**config.mk**
```make
export PLATFORM = sky130hd
export DESIGN_NAME = jtag_seq_master
export DESIGN_NICKNAME = d
export VERILOG_FILES = /design/src/rtl/jtag_seq_master.sv
export SDC_FILE = /design/constraint.sdc
export NUM_CORES = 1
export LEC_CHECK = 0
export ABC_AREA = 1
export ABC_CLOCK_PERIOD_IN_PS = 7560
export CAP_MARGIN = 20
export CORE_ASPECT_RATIO = 1.4
export CORE_UTILIZATION = 25
export CTS_CLUSTER_DIAMETER = 100
export DETAILED_ROUTE_END_ITERATION = 10
export SKIP_CTS_REPAIR_TIMING = 1
export SYNTH_ARGS = -nofsm -noshare
export SYNTH_HDL_FRONTEND = slang
export SYNTH_SLANG_ARGS = --single-unit
```
**constraint.sdc**
```tcl
create_clock -name clk -period 7.56 [get_ports clk]
set_input_delay 1.512 -clock clk [delete_from_list [all_inputs] [get_ports clk]]
set_output_delay 1.512 -clock clk [all_outputs]
set_load 0.005 [all_outputs]
```
**src/rtl/jtag_seq_master.sv**
```systemverilog
// Clock-driven JTAG master: executes TAP reset, TMS sequences, scans and run-idle
// commands, streaming TMS/TDI bits from tx words and TDO bits into rx words.
module jtag_seq_master #(
  parameter int DATA_W = 32,
  parameter int LEN_W  = 16,
  parameter int DIV_W  = 16
) (
  input  logic              clk,
  input  logic              rst,
  input  logic              cmd_valid,
  output logic              cmd_ready,
  input  logic [2:0]        cmd_op,
  input  logic [LEN_W-1:0]  cmd_len,
  input  logic [DIV_W-1:0]  cmd_div,
  input  logic [DATA_W-1:0] tx_data,
  input  logic              tx_valid,
  output logic              tx_ready,
  output logic [DATA_W-1:0] rx_data,
  output logic              rx_valid,
  input  logic              rx_ready,
  output logic              done,
  output logic              err,
  output logic              busy,
  output logic              tck,
  output logic              tms,
  output logic              tdi,
  input  logic              tdo
);

  localparam int IDX_W = (DATA_W > 1) ? $clog2(DATA_W) : 1;

  localparam logic [2:0] OP_RESET   = 3'd0;
  localparam logic [2:0] OP_TMS_SEQ = 3'd1;
  localparam logic [2:0] OP_SCAN    = 3'd2;
  localparam logic [2:0] OP_FLIP    = 3'd3;
  localparam logic [2:0] OP_RUNIDLE = 3'd4;

  typedef enum logic [2:0] {
    S_IDLE,
    S_LOAD,
    S_LOW,
    S_HIGH,
    S_PUSH,
    S_FIN
  } state_t;

  state_t            state;
  state_t            state_nxt;
  logic [2:0]        op_q;
  logic [LEN_W-1:0]  len_q;
  logic [DIV_W-1:0]  div_q;
  logic [DIV_W-1:0]  hcnt;
  logic [LEN_W-1:0]  bit_cnt;
  logic [IDX_W-1:0]  widx;
  logic [DATA_W-1:0] tx_word;
  logic [DATA_W-1:0] rx_sh;
  logic              tms_q;
  logic              tdi_q;

  logic              has_tx;
  logic              is_scan;
  logic              half_done;
  logic              word_end;
  logic              last_bit;
  logic              rx_hold;
  logic [LEN_W-1:0]  bit_inc;
  logic [IDX_W-1:0]  widx_inc;

  logic              enter_low;
  logic              push_go;
  logic [2:0]        nb_op;
  logic [LEN_W-1:0]  nb_idx;
  logic [IDX_W-1:0]  nb_widx;
  logic [DATA_W-1:0] nb_word;
  logic              nb_tms;
  logic              nb_tdi;

  function automatic logic op_legal(input logic [2:0] op);
    op_legal = (op <= OP_RUNIDLE);
  endfunction

  // Pin values {tms, tdi} for bit idx of a command; wbit is the tx word bit.
  function automatic logic [1:0] bit_drive(input logic [2:0]       op,
                                           input logic [LEN_W-1:0] idx,
                                           input logic [LEN_W-1:0] len,
                                           input logic             wbit);
    case (op)
      OP_RESET:   bit_drive = {(idx != LEN_W'(5)), 1'b0};
      OP_TMS_SEQ: bit_drive = {wbit, 1'b0};
      OP_SCAN:    bit_drive = {1'b0, wbit};
      OP_FLIP:    bit_drive = {(idx == len - 1'b1), wbit};
      default:    bit_drive = 2'b00;
    endcase
  endfunction

  assign has_tx    = (op_q == OP_TMS_SEQ) || (op_q == OP_SCAN) || (op_q == OP_FLIP);
  assign is_scan   = (op_q == OP_SCAN) || (op_q == OP_FLIP);
  assign half_done = (hcnt == div_q);
  assign word_end  = (widx == IDX_W'(DATA_W - 1));
  assign bit_inc   = bit_cnt + 1'b1;
  assign last_bit  = (bit_inc == len_q);
  assign widx_inc  = word_end ? '0 : widx + 1'b1;
  assign rx_hold   = rx_valid & ~rx_ready;

  always_comb begin
    state_nxt = state;
    enter_low = 1'b0;
    push_go   = 1'b0;
    nb_op     = op_q;
    nb_idx    = bit_cnt;
    nb_widx   = widx;
    nb_word   = tx_word;
    unique case (state)
      S_IDLE: begin
        nb_op   = cmd_op;
        nb_idx  = '0;
        nb_widx = '0;
        if (cmd_valid) begin
          if (!op_legal(cmd_op)) begin
            state_nxt = S_FIN;
          end else if ((cmd_op != OP_RESET) && (cmd_len == '0)) begin
            state_nxt = S_FIN;
          end else if ((cmd_op == OP_TMS_SEQ) || (cmd_op == OP_SCAN) || (cmd_op == OP_FLIP)) begin
            state_nxt = S_LOAD;
          end else begin
            state_nxt = S_LOW;
            enter_low = 1'b1;
          end
        end
      end
      S_LOAD: begin
        nb_word = tx_data;
        if (tx_valid) begin
          state_nxt = S_LOW;
          enter_low = 1'b1;
        end
      end
      S_LOW: begin
        if (half_done) state_nxt = S_HIGH;
      end
      S_HIGH: begin
        nb_idx  = bit_inc;
        nb_widx = widx_inc;
        if (half_done) begin
          if (is_scan && (word_end || last_bit)) begin
            state_nxt = S_PUSH;
          end else if (last_bit) begin
            state_nxt = S_FIN;
          end else if (has_tx && word_end) begin
            state_nxt = S_LOAD;
          end else begin
            state_nxt = S_LOW;
            enter_low = 1'b1;
          end
        end
      end
      S_PUSH: begin
        // bit_cnt/widx already point at the next bit here
        if (!rx_hold) begin
          push_go = 1'b1;
          if (bit_cnt == len_q) begin
            state_nxt = S_FIN;
          end else if (has_tx && (widx == '0)) begin
            state_nxt = S_LOAD;
          end else begin
            state_nxt = S_LOW;
            enter_low = 1'b1;
          end
        end
      end
      S_FIN: begin
        state_nxt = S_IDLE;
      end
      default: begin
        state_nxt = S_IDLE;
      end
    endcase
    {nb_tms, nb_tdi} = bit_drive(nb_op, nb_idx, len_q, nb_word[nb_widx]);
  end

  always_ff @(posedge clk or posedge rst) begin
    if (rst) begin
      state    <= S_IDLE;
      op_q     <= '0;
      len_q    <= '0;
      div_q    <= '0;
      hcnt     <= '0;
      bit_cnt  <= '0;
      widx     <= '0;
      tx_word  <= '0;
      rx_sh    <= '0;
      rx_data  <= '0;
      rx_valid <= 1'b0;
      tms_q    <= 1'b0;
      tdi_q    <= 1'b0;
    end else begin
      state <= state_nxt;

      if ((state == S_IDLE) && cmd_valid) begin
        op_q    <= cmd_op;
        len_q   <= (cmd_op == OP_RESET) ? LEN_W'(6) : cmd_len;
        div_q   <= cmd_div;
        bit_cnt <= '0;
        widx    <= '0;
        rx_sh   <= '0;
      end

      if ((state == S_LOAD) && tx_valid) tx_word <= tx_data;

      // pins only move on LOW entry, and are parked low for FIN
      if (enter_low) begin
        tms_q <= nb_tms;
        tdi_q <= nb_tdi;
      end
      if (state_nxt == S_FIN) begin
        tms_q <= 1'b0;
        tdi_q <= 1'b0;
      end

      // half-period timer restarts on every state change; stalls never advance it
      if (state_nxt != state) begin
        hcnt <= '0;
      end else if ((state == S_LOW) || (state == S_HIGH)) begin
        hcnt <= hcnt + 1'b1;
      end

      if ((state == S_HIGH) && (hcnt == '0) && is_scan) rx_sh[widx] <= tdo;

      if ((state == S_HIGH) && half_done) begin
        bit_cnt <= bit_inc;
        widx    <= widx_inc;
      end

      if (rx_valid && rx_ready) rx_valid <= 1'b0;
      if (push_go) begin
        rx_data  <= rx_sh;
        rx_valid <= 1'b1;
        rx_sh    <= '0;
      end
    end
  end

  assign cmd_ready = (state == S_IDLE);
  assign busy      = (state != S_IDLE);
  assign tx_ready  = (state == S_LOAD);
  assign tck       = (state == S_HIGH);
  assign tms       = tms_q;
  assign tdi       = tdi_q;
  assign done      = (state == S_FIN);
  assign err       = (state == S_FIN) && !op_legal(op_q);

endmodule
```
======== Word level (Yosys, flattened, before mapping) ========
Index checks and enable logic that the tools add are counted.
cells by class
  reduce and logical (&&, ||, !) cells .... 32
  add/sub/neg operators ................... 4
  muxes and demuxes ....................... 56
  $lt $le $gt $ge ......................... 5
  bitwise gates (word level) .............. 2
  equal/unequal tests ..................... 22
operators with widths
  cell                                                     number
  two-way mux 32 bit                                       4
  two-way mux 16 bit                                       5
  == test 16 bit                                           4
  two-way mux 3 bit                                        11
  adder 16 x 1 -> 16 bit (second input constant)           2
  bitwise mux 32 bit                                       1
  logical NOT 16 bit                                       2
  one-hot mux 16 bit (2 select lines)                      1
  == test 3 x 2 -> 1 bit (second input constant)           8
  two-way mux 1 bit                                        22
  inequality test 16 x 3 -> 1 bit (second input constant)  1
  subtractor 16 x 1 -> 16 bit (second input constant)      1
  two-way mux 5 bit                                        3
  one-hot mux 3 bit (5 select lines)                       1
  == test 3 x 1 -> 1 bit (second input constant)           4
  logical AND 1 bit                                        12
  < comparator 5 x 6 -> 1 bit (second input constant)      2
  one-hot mux 5 bit (2 select lines)                       1
  == test 3 bit (second input constant)                    3
  logical NOT 3 bit                                        3
  one-hot mux 2 bit (4 select lines)                       1
  nonzero test 2 bit                                       4
  logical OR 1 bit                                         7
  <= comparator 3 bit (second input constant)              2
  13 further kinds                                         16
word-level totals
  output and inout bits ................... 41
  bits in registers ....................... 174
  input port bits ......................... 73
  word-level logic and storage cells ...... 134

======== Depth between registers and ports, before layout ========
  depth after elaboration ................. 11
  mapped depth ............................ 22
  depth with buffers taken out ............ 21

======== Worst setup path before layout ========
No wires, ideal clock.
  path kind ............................... input -> register
  start ................................... input cmd_len[0]
  end ..................................... register hcnt[1]
  buffers on the path ..................... 1
  setup time .............................. 0.128 ns
  slack ................................... 4.585 ns
  cell stages on the path ................. 12
  data required time ...................... 7.432 ns
  data arrival time ....................... 2.848 ns
  cells stage by stage .................... nor4_1 -> nand3_1 -> o21ai_0 -> o21a_1 -> o21ai_0 -> inv_1 -> nand3_1 -> nand2_1 -> nand2_1 -> nand2_4 -> buf_12 -> nor2_4
between the ends
  cells in the longest elaborated chain, start to end .. 8
  elaborated cells between the ends (all ways) .. 9
  those cells by class .................... eq/ne: 1; mux: 5; reduce/logical: 3
ends and longest elaborated chain
  what                                                      RTL line  source
  start, declared                                           13        input logic [LEN_W-1:0] cmd_len,
  logical NOT 16 bit *                                      121       end else if ((cmd_op != OP_RESET) && (cmd_len == '0)) begin
  logical AND 1 bit *                                       121
  two-way mux 3 bit *                                       121
  two-way mux 3 bit *                                       119       if (!op_legal(cmd_op)) begin
  two-way mux 3 bit *                                       118       if (cmd_valid) begin
  one-hot mux 3 bit (5 select lines) *                      113       unique case (state)
  named net state_nxt[1]                                    48        state_t state_nxt;
  inequality test 3 bit *                                   221       if (state_nxt != state) begin
  two-way mux 16 bit or nonzero test 2 bit (tied branches)  --
  end signal, assigned                                      224       hcnt <= hcnt + 1'b1;
  end, declared                                             52        logic [DIV_W-1:0] hcnt;
The timed path passes the listed nets; every way through them passes the cells marked *.
A chain may end at the register's enable or synchronous reset.

======== Worst setup path after layout ========
  start ................................... register state[2]
  end ..................................... output tck
between the ends
  cells in the longest elaborated chain, start to end .. 1
ends and longest elaborated chain
  what                    RTL line  source
  start, declared         47        state_t state;
  start signal, assigned  197       state <= state_nxt;
  == test 3 x 2 -> 1 bit  246       assign tck = (state == S_HIGH);
  end, declared           24        output logic tck,
No other way between the ends.

==> reports/qor.yml <==
status: "completed"
drt.antenna.violating_nets: 0
worst_clock_skew_ns: 0.00803
final_net_count: 1538
synthCells: 1362
hold_depth: 2
grtUsageTotal: 0.148
start_util: 0.256
placedInstanceArea_um2: 11800
synth_most_common_cell: "nand2_1"
area_delta_synth_final_pct: 22.5
remaining_drc_errors: 0
numPortBuffers: 113
dieArea_um2: 41300
ys_seq_area_frac: 0.430
netlist_area_um2: 10100
h-tree-depth: 4
synth_cell_type_count: 40
gr-total-overflow: 0
grt_first_pass_wirelength_mm: 47.5
avgSynthCellArea_um2: 7.43
crit_type: "reg -> out"
arrival_ns: 2.14
cts_tree: "yes"
ys_top_cells_by_count: "461 x nand2_1, 174 x dfrtp_1, 129 x inv_1"
fmax_mhz: 274
worst_setup_path_end_kind: "output port"
crit_path_start: "state[2]"
gp_congestion: 0.905
first_pass_iters: 5
insertion_delay_ns: 0.45
netlist_top_cells_area: "dfrtp_1 43%, nand2_1 17%, nand3_1 5.1%"
timing.rr.end: "tms"
die_x_um: 172
reg2reg_slack_ns: 3.93
drive_gt1_frac: 0.0804
hold_start: "rx_data[13]"
row_count: 86
ys.flop_type: "dfrtp_1"
dpl.hpwl_mm: 20.9
syn-num-nets: 1444
drtIter0Drc: 516
synth.top_cell.area_share: 0.430
slew_headroom: 0.302
peakVddDrop_mv: 0.170
clock_path_buffers: 2
drt-vias-per-instance: 4.57
drt-wirelength-per-cell_um: 14.4
r2r_start: "state[1]"
yosysTopAreaCell: "dfrtp_1"
path_clk_slew_ns: 0.06
worst-r2r-cell-count: 17
powerDensity_nw_per_um2: 295
wirelength_mm: 28.8
grt_pass1_vias: 9310
rsz0062_at_grt: "false"
crit_path_start_kind: "flip-flop"
hold_end: "rx_data[13]"
finalSetupViolCount: 0
hp-class: "reg -> reg"
fp.dieH_um: 240
clkSinkCount: 174
leakagePower_nw: 5.73
ys_ff_latch: 174
vias: 9131
cts_root_buffer: "clkbuf_16"
cp_max_fo: 15
fin_cells: 1996
placed_cells: 1965
final_area_um2: 12400
core_area_um2: 39600
antenna_cells: 0
setup_tns_ns: 0
drv_cap: 0
post-route-util: 0.313
grt_max_degree: 81
final_hold_viol_count: 0
fin_crit_sh: 0.483
cts_buffers: 17
worst_pin_slew_ns: 1.04
synth_edf_count: 0
slew_viol_final: 0
ys_warn_count: 0
antenna_found_initial: 0
async_reset_ff_frac: 1.00
finalCriticalPeriod_ns: 3.65
required_ns: 6.05
ioPinCount: 114
report_power, final:
part           switching [mW]  internal (mW)  total [mW]
sequential              0.191           1.15        1.34
combinational           0.833          0.544        1.38
clock                   0.410          0.526       0.936
total                    1.43           2.22        3.66
through the flow:
step | setup slack [ns] | hold slack, ns | power (mW)
global route | 3.52 | 0.487 | 3.93
CTS | 3.87 | 0.476 | 3.70
floorplan | 1.33 | 0.449 | 2.33
detailed placement | 3.60 | 0.458 | 2.75
finish | 3.91 | 0.469 | 3.66
global placement | 3.62 | 0.456 | 2.72
state kept, by name, indices dropped and copies added, names as in the netlist:
name	cells
tms	1
div_q	16
rx_valid	1
hcnt	16
len_q	16
bit_cnt	16
rx_data	32
widx	5
rx_sh	32
op_q	3
tx_word	32
state	3
tdi	1
metal layers:
metal,track usage,share of wire,wire length (µm),vias up
met2,0.258,0.51,14600,229
met1,0.163,0.39,11300,4276
li1,-,-,-,4561
met5,0,0,0,-
met3,0.0329,0.054,1540,65
met4,0.0826,0.044,1260,0
cell type report:
cell class                      instances  area, µm²
Fill cell                            4312      27200
Tap cell                              528        661
Sequential cell                       174       4350
Timing Repair Buffer                  122       1200
Multi-Input combinational cell        997       5030
Inverter                              144        547
Clock inverter                         13        179
Clock buffer                           18        429
critical path, stage by stage (launching register included):
cell             delay, ns
dfrtp_1               0.41
inv_2                 0.08
nand2_1               0.22
nor2_2                0.15
buf_4                 0.28
clkdlybuf4s50_1       0.55
layout by cell type (no fill, tap or decap), types with 15 or more instances in the layout:
| cell | count |
|---|---|
| clkbuf_16 | 17 |
| dfrtp_1 | 174 |
| mux2_2 | 19 |
| o22ai_1 | 23 |
| nor3_1 | 15 |
| xnor2_1 | 25 |
| o21ai_0 | 87 |
| a21oi_1 | 41 |
| clkdlybuf4s50_1 | 113 |
| inv_1 | 128 |
| nor2_1 | 71 |
| nand2_1 | 460 |
| nand4_1 | 20 |
| xor2_1 | 41 |
| nand3_1 | 103 |
logic make-up after synthesis:
family,count (synthesis),synth area share
DFF,174,0.430
AOI/OAI and AO/OA,179,0.0974
buffers and inverters,191,0.0738
adders and majority gates,9,0.0111
xor gates and xnor gates,66,0.0571
and+or+nand+nor,724,0.309
muxes,19,0.0211
worst max path at each step:
stage                   to  depth (start not counted)
2_1_floorplan   bit_cnt[0]                          1
3_5_place_dp   bit_cnt[11]                          5
3_3_place_gp       widx[3]                          5
4_1_cts                tck                          5
5_1_grt                tms                         17
6_report               tck                          5
No activity file was read; power rests on OpenSTA's default activity.
